## config.mk

```make
export PLATFORM = sky130hd
export DESIGN_NAME = gf_power_sbox_seq
export DESIGN_NICKNAME = d
export VERILOG_FILES = /design/src/rtl/gf_power_sbox_seq.sv
export SDC_FILE = /design/constraint.sdc
export NUM_CORES = 1
export LEC_CHECK = 0
export ABC_CLOCK_PERIOD_IN_PS = 3950
export BUFFER_PORTS_ARGS = -buffer_cell sky130_fd_sc_hd__buf_2
export CAP_MARGIN = 20
export CORE_UTILIZATION = 50
export CTS_BUF_LIST = sky130_fd_sc_hd__clkbuf_16
export DETAILED_ROUTE_END_ITERATION = 8
export GPL_TIMING_DRIVEN = 0
export PLACE_DENSITY = 0.82
export SLEW_MARGIN = 20
export SYNTH_ARGS = -nofsm -noshare
export SYNTH_HDL_FRONTEND = slang
export SYNTH_SLANG_ARGS = --single-unit
```

## constraint.sdc

```tcl
create_clock -name clk -period 3.95 [get_ports clk]
set_clock_uncertainty 0.1 [all_clocks]
set_input_delay 0.5925 -clock clk [delete_from_list [all_inputs] [get_ports clk]]
set_output_delay 0.5925 -clock clk [all_outputs]
set_load 0.02 [all_outputs]
```

## src/rtl/gf_power_sbox_seq.sv

```systemverilog
// gf_power_sbox_seq: sequential GF(2^N) power-map S-box (MSB-first square-and-multiply) with affine broadcast tweak
module gf_power_sbox_seq #(
  parameter int N = 6,
  parameter logic [N:0] POLY = 7'b1000011,
  parameter int EW = 6,
  parameter logic [N-1:0] TAP_MASK = 6'b010100
) (
  input  logic          clk,
  input  logic          rst_n,
  input  logic          in_valid_i,
  output logic          in_ready_o,
  input  logic [N-1:0]  in_x_i,
  input  logic [EW-1:0] in_exp_i,
  output logic          out_valid_o,
  input  logic          out_ready_i,
  output logic [N-1:0]  out_y_o,
  output logic [N-1:0]  out_p_o,
  output logic          busy_o
);
  localparam int CW = EW > 1 ? $clog2(EW) : 1;
  typedef enum logic [1:0] {IDLE, RUN, DONE} state_e;
  state_e        state_q;
  logic [N-1:0]  acc_q, acc_d, sq_d, x_q, out_y_q, out_p_q;
  logic [EW-1:0] e_q;
  logic [CW-1:0] cnt_q;
  logic          out_valid_q, busy_q, tweak_d;
  function automatic logic [N-1:0] gf_mul(input logic [N-1:0] a, input logic [N-1:0] b);
    logic [N-1:0] r, t;
    r = '0;
    t = a;
    for (int i = 0; i < N; i++) begin
      if (b[i]) r = r ^ t;
      t = t[N-1] ? ((t << 1) ^ POLY[N-1:0]) : (t << 1);
    end
    return r;
  endfunction
  // one square-and-multiply step for the current exponent bit, plus the tweak parity of the captured operand
  always_comb begin
    sq_d    = gf_mul(acc_q, acc_q);
    acc_d   = e_q[cnt_q] ? gf_mul(sq_d, x_q) : sq_d;
    tweak_d = ^(x_q & TAP_MASK);
  end
  // IDLE -> RUN on accept, EW RUN steps, DONE holds the result until the sink takes it
  always_ff @(posedge clk or negedge rst_n) begin
    if (!rst_n) begin
      state_q     <= IDLE;
      acc_q       <= '0;
      cnt_q       <= '0;
      x_q         <= '0;
      e_q         <= '0;
      out_y_q     <= '0;
      out_p_q     <= '0;
      out_valid_q <= 1'b0;
      busy_q      <= 1'b0;
    end else begin
      case (state_q)
        IDLE: if (in_valid_i) begin
          x_q     <= in_x_i;
          e_q     <= in_exp_i;
          acc_q   <= N'(1);
          cnt_q   <= CW'(EW - 1);
          state_q <= RUN;
          busy_q  <= 1'b1;
        end
        RUN: begin
          acc_q <= acc_d;
          if (cnt_q == '0) begin
            out_p_q     <= acc_d;
            out_y_q     <= acc_d ^ {N{tweak_d}};
            out_valid_q <= 1'b1;
            state_q     <= DONE;
          end else cnt_q <= cnt_q - 1'b1;
        end
        DONE: if (out_ready_i) begin
          out_valid_q <= 1'b0;
          busy_q      <= 1'b0;
          state_q     <= IDLE;
        end
        default: state_q <= IDLE;
      endcase
    end
  end
  assign in_ready_o  = state_q == IDLE;
  assign out_valid_o = out_valid_q;
  assign out_y_o     = out_y_q;
  assign out_p_o     = out_p_q;
  assign busy_o      = busy_q;
endmodule

```

==> flow_metrics.py, run 1 <==
metrics = {
    "drt": {
        "ant_nets": 0,
        "drc": 0,
        "vias": 2256,
        "via_per_inst": 5.61,
        "first_pass_iters": 4,
        "totalWireLength_um": 6230,
        "drt_iter0_drc": 156,
        "wl_per_cell_um": 15.5,
    },
    "cts": {
        "postCtsSetupBuffers": 0,
        "htree_levels": 2,
        "cts_tree": "done",
        "hold_buffers": 0,
        "clkLatencyLatePin_ns": 0.28,
        "cts_resized": 0,
        "root_buffer": "clkbuf_16",
        "numCtsBuffers": 5,
        "clkSlewWorstSetupHoldPaths_ns": 0.06,
        "cts_max_path_buffers": 2,
        "clock_sinks": 37,
    },
    "cells_and_area": {
        "finalInstanceArea_um2": 3140,
        "nNetsFinal": 350,
        "syn_to_final_growth_pct": 14.8,
        "mostFrequentLayoutCell": "nand2_1",
        "diodes": 0,
        "final_cell_mix": "49 x nand2_1, 37 x dfrtp_1, 32 x buf_2, 26 x xnor2_1, 19 x nor2_1",
        "fillers": 433,
        "drive_gt1_share_pct": 21.4,
    },
    "critical_path": {
        "crit_buf_inv": 1,
        "cp_num_cells": 11,
        "cp.required_ns": 4.01,
        "crit_path_frequent_cell": "xnor2_1",
        "r2r_cells": 11,
        "worstSetupEndpointType": "register",
        "reg2reg_from": "acc_q[0]",
        "r2r_end": "out_y_o[3]",
        "cp_data_arrival_time_ns": 3.36,
        "worstPathCellList": "ha_1 > buf_4 > xor3_2 > nand2_2 > xnor2_2 > o21ai_1 > a211o_1 > xnor2_1 > xnor2_1 > xnor2_1 > a221o_1",
        "rrSetupSlack_ns": 0.66,
        "cp-start-kind": "register",
        "crit_slowest_cell": "dfrtp_1",
        "max_stage_delay_ns": 0.39,
        "critPathTopFamily": "XOR/XNOR gates",
        "critPathKind": "register to register",
        "cp_max_fo": 9,
    },
    "synth": {
        "synth_warnings": 0,
        "synth_cell_types": 62,
        "ys_top_cells_by_area": "dfrtp_1 34%, xnor2_1 8.3%, nand2_1 6.7%, mux2_2 4.5%, mux2i_1 4.0%",
        "synthArstFlopShare_pct": 100,
        "ys_ff_latch": 37,
        "synth_cells": 294,
        "synth_top_area_share_pct": 33.9,
        "yosysSeqAreaShare_pct": 33.9,
        "synthesis.nets": 313,
        "synth_enable_flop_cells": 0,
        "synthesis.area_um2": 2730,
        "synth_ff_type": "dfrtp_1",
        "syn_area_per_cell_um2": 9.29,
        "yosys.area.top_type": "dfrtp_1",
    },
    "floorplan": {
        "rows": 26,
        "die-area_um2": 5760,
        "die_w_um": 75.9,
        "initial_core_util_pct": 52.8,
        "core_um2": 5170,
        "die_h_um": 75.9,
        "ios": 31,
    },
    "sta": {
        "worst_pin_slew_ns": 0.938,
        "tns_ns": 0,
        "slew_viol_final": 0,
        "rsz0062_at_grt": "false",
        "finalHoldViolations": 0,
        "setup_viol": 0,
        "slew-limit-headroom_pct": 37.0,
        "period_share_pct": 83.4,
        "hold_ws_ns": 0.303,
        "fmax_ghz": 0.304,
        "post-route-min-period_ns": 3.29,
    },
    "global_routing": {
        "grt_pass1_vias": 2247,
        "antenna_found_initial": 0,
        "grt_pass1_wl_um": 10400,
        "track_usage_pct": 22.8,
        "grt_max_degree": 38,
        "grt-ovfl-total": 0,
    },
    "min_path": {
        "hold_path.class": "input port to async pin",
    },
    "placement": {
        "place_congestion": 0.877,
        "post-dp-hpwl_um": 4580,
        "placed_area_um2": 2970,
        "portBuffers": 30,
    },
    "outcome": {
        "status": "complete, no violations",
    },
    "flow_run": {
        "cap_violations": 0,
    },
}
## Yosys cell counts (2+ instances only)
cell      instances
a221o_1           2
a21oi_1          11
o211ai_1          2
xor2_1            3
o22ai_1           3
mux2i_1          11
inv_1             7
nor2b_1           4
xnor3_1           4
o211a_1           2
nand2_2           2
nor2_1           19
a22oi_1           2
mux2_2           11
nand2_1          49
nor3_1            5
ha_1              3
xnor2_2           2
a31oi_1           2
o31ai_1           2
clkbuf_1          8
o21ai_1          13
buf_2             2
xnor2_1          26
xor2_2            2
buf_1             2
nand2b_1          4
dfrtp_1          37
nand3_1           5
o21ai_0          16
buf_6             2
## kinds of logic (layout without fill, tap and decap cells)
logic type                 Yosys count  count (layout)  synth area share [%]
and+or+nand+nor                     99              99                  16.8
AOI/OAI and AO/OA                   67              67                  15.7
xor gates and xnor gates            41              41                  18.8
DFF                                 37              37                  33.9
buffers and inverters               24              62                  4.08
muxes                               23              23                  9.39
adders and majority gates            3               3                  1.37
## registers in the layout, summed over array words and instances (netlist names)
| register | flops |
|---|---|
| acc_q | 6 |
| busy_o | 1 |
| cnt_q | 3 |
| e_q | 6 |
| out_p_o | 6 |
| out_valid_o | 1 |
| out_y_o | 6 |
| state_q | 2 |
| x_q | 6 |
## per-layer routing
metal / track usage [%] / vias to the layer above / wire (um)
met5: 0 / - / 0
met4: 6.92 / 0 / 89
met3: 3.98 / 11 / 264
met2: 39.3 / 60 / 3160
met1: 29.4 / 1095 / 2720
li1: - / 1090 / -
## per-stage QoR
| step | utilization (%) | worst slack, ns | cells |
|---|---|---|---|
| floorplan | - | 1.08 | 294 |
| global placement | 57.4 | 0.768 | 394 |
| detailed placement | 57.4 | 0.713 | 394 |
| CTS | 60.6 | 0.684 | 402 |
| global route | 60.6 | 0.499 | 402 |
| finish | 60.6 | 0.657 | 402 |
## worst max-delay path by stage
| stage | slack [ns] | startpoint | end |
|---|---|---|---|
| 3_3_place_gp | 0.77 | acc_q[0] | out_y_o[3] |
| 4_1_cts | 0.68 | acc_q[0] | out_y_o[3] |
| 5_1_grt | 0.50 | acc_q[5] | out_y_o[3] |
| 6_report | 0.66 | acc_q[0] | out_y_o[3] |
| 3_5_place_dp | 0.71 | acc_q[0] | out_y_o[3] |
| 2_1_floorplan | 1.08 | acc_q[0] | out_y_o[3] |
## final cells by class
type,instances,area [um^2],share of cell area [%]
Multi-Input combinational cell,233,1700,54.0
Sequential cell,37,926,29.5
Timing Repair Buffer,30,150,4.79
Clock buffer,5,125,3.99
Tap cell,70,87.6,2.79
Buffer,15,77.6,2.47
Clock inverter,3,41.3,1.32
Inverter,9,33.8,1.08
## worst register-to-register path, stage by stage (launching register included)
cell and delay, ns:
dfrtp_1 0.39, ha_1 0.29, buf_4 0.17, xor3_2 0.30, nand2_2 0.12, xnor2_2 0.38
o21ai_1 0.13, a211o_1 0.35, xnor2_1 0.14, xnor2_1 0.35, xnor2_1 0.13, a221o_1 0.35
Power of run 1 is not shown: default switching activity piles up to over one toggle a cycle in this logic, so the estimate is an artifact.
==> run 2: changes to the inputs <==
--- a/config.mk
+++ b/config.mk
@@ -5,7 +5,7 @@
 export SDC_FILE = /design/constraint.sdc
 export NUM_CORES = 1
 export LEC_CHECK = 0
-export ABC_CLOCK_PERIOD_IN_PS = 3950
+export ABC_CLOCK_PERIOD_IN_PS = 3250
 export BUFFER_PORTS_ARGS = -buffer_cell sky130_fd_sc_hd__buf_2
 export CAP_MARGIN = 20
 export CORE_UTILIZATION = 50
==> constraint.sdc (replaced) <==
create_clock -name clk -period 3.25 [get_ports clk]
set_clock_uncertainty 0.1 [all_clocks]
set_input_delay 0.4875 -clock clk [delete_from_list [all_inputs] [get_ports clk]]
set_output_delay 0.4875 -clock clk [all_outputs]
set_load 0.02 [all_outputs]
==> run 2 against run 1 <==
Effect of this change: sequential share of layout area is 0.35 points lower; fmax is 3.7% higher; die area stayed put; register-to-register slack worse by 0.58 ns; wire length is 0.83% higher.
==> flow_metrics.py, run 2 (synthesis gave the netlist of run 1 again) <==
metrics = {
    "outcome": {
        "status": "complete, no violations",
    },
    "cells_and_area": {
        "final_cell_mix": "49 x nand2_1, 37 x dfrtp_1, 32 x buf_2, 24 x xnor2_1, 19 x nor2_1",
        "mostFrequentLayoutCell": "nand2_1",
        "diodes": 0,
        "drive_gt1_share_pct": 22.0,
        "final_core_util_pct": 61.4,
        "nNetsFinal": 350,
        "fillers": 426,
        "syn_to_final_growth_pct": 16.2,
    },
    "sta": {
        "setup_viol": 0,
        "hold_ws_ns": 0.204,
        "fmax_ghz": 0.315,
        "rsz0062_at_grt": "true",
        "worst_pin_slew_ns": 0.981,
        "post-route-min-period_ns": 3.18,
        "slew_viol_final": 0,
        "tns_ns": 0,
        "setup_ws_ns": 0.0747,
        "period_share_pct": 97.7,
        "slew-limit-headroom_pct": 34.1,
        "finalHoldViolations": 0,
    },
    "placement": {
        "pre_cts_slack_ns": 0.0134,
        "post-dp-hpwl_um": 4580,
        "place_congestion": 0.877,
        "portBuffers": 30,
    },
    "critical_path": {
        "cp_max_fo": 9,
        "cp-startpoint": "acc_q[0]",
        "r2r_cells": 11,
        "worstPathCellList": "ha_1 > buf_4 > xor3_2 > nand2_2 > xnor2_4 > o21ai_1 > a211o_1 > xnor2_1 > xnor2_2 > xnor2_1 > a221o_1",
        "rrSetupSlack_ns": 0.07,
        "worstSetupEndpointType": "register",
        "critPathTopFamily": "XOR/XNOR gates",
        "cp_data_arrival_time_ns": 3.24,
        "max_stage_delay_ns": 0.39,
        "crit_slowest_cell": "dfrtp_1",
        "reg2reg_from": "acc_q[0]",
        "crit_path_frequent_cell": "xnor2_1",
        "crit_buf_inv": 1,
        "critPathKind": "register to register",
        "cp-start-kind": "register",
        "r2r_end": "out_y_o[3]",
        "cp.required_ns": 3.31,
    },
    "global_routing": {
        "grt_pass1_vias": 2258,
        "antenna_found_initial": 0,
        "grt_max_degree": 38,
        "track_usage_pct": 22.9,
        "grt-ovfl-total": 0,
        "grt_pass1_wl_um": 10400,
    },
    "drt": {
        "via_per_inst": 5.60,
        "drc": 0,
        "ant_nets": 0,
        "totalWireLength_um": 6280,
        "drt_iter0_drc": 145,
        "first_pass_iters": 4,
        "wl_per_cell_um": 15.6,
        "vias": 2250,
    },
    "flow_run": {
        "cap_violations": 0,
    },
    "floorplan": {
        "die-area_um2": 5760,
        "ios": 31,
        "core_um2": 5170,
        "die_h_um": 75.9,
        "rows": 26,
        "die_w_um": 75.9,
        "initial_core_util_pct": 52.8,
    },
    "cts": {
        "root_buffer": "clkbuf_16",
        "clkLatencyLatePin_ns": 0.28,
        "htree_levels": 2,
        "cts_tree": "done",
        "numCtsBuffers": 5,
        "cts_max_path_buffers": 2,
        "clkSlewWorstSetupHoldPaths_ns": 0.06,
        "clock_sinks": 37,
        "postCtsSetupBuffers": 0,
    },
    "min_path": {
        "hold_path.class": "input port to async pin",
    },
}
## run 2: cell count changes in the layout (fill, tap and decap cells not counted)
cell | before | now
xnor2_1 | 26 | 24
xnor2_4 | 1 | 3
## run 2: final cells by class
type,count,area [um^2],area share (%)
flip-flops and latches,37,926,29.2
inverters,9,33.8,1.06
well taps,70,87.6,2.76
multi-input cells,233,1730,54.6
repair buffers,30,150,4.73
clock buffers,5,125,3.94
clock inverters,3,41.3,1.30
plain buffers,15,77.6,2.44
## run 2: metal layers
| layer | vias to the layer above | routed length [um] | GRT usage (%) |
|---|---|---|---|
| met3 | 10 | 356 | 3.98 |
| met4 | 0 | 88 | 7.50 |
| met1 | 1084 | 2640 | 29.5 |
| li1 | 1090 | - | - |
| met5 | - | 0 | 0 |
| met2 | 66 | 3200 | 39.2 |
## run 2: worst reg2reg max path, cell delays in order, from the launching register on
cell     delay (ns)
dfrtp_1        0.39
ha_1           0.29
buf_4          0.17
xor3_2         0.29
nand2_2        0.16
xnor2_4        0.30
o21ai_1        0.12
a211o_1        0.34
xnor2_1        0.24
xnor2_2        0.19
xnor2_1        0.12
a221o_1        0.36
## run 2: what timing repair did
action | CTS | global route
pin swaps | 0 | 1
hold buffers | 0 | 0
resized for setup | 1 | 3
setup endpoints to repair | 1 | 6
## run 2: how the worst max path moves through the flow
stage / end / slack (ns) / cells after the start
detailed placement: out_y_o[3] / 0.01 / 11
global route: out_y_o[3] / -0.09 / 11
global placement: out_y_o[3] / 0.07 / 11
finish: out_y_o[3] / 0.07 / 11
floorplan: out_y_o[3] / 0.38 / 11
CTS: out_y_o[3] / 0.03 / 11
## run 2: per-stage QoR
stage                     cells  cell area, um^2
after global routing        402             3170
after global placement      394             2970
final                       402             3170
after detailed placement    394             2970
after floorplan             294             2730
after CTS                   402             3150
Power of run 2 is left out for the same reason.
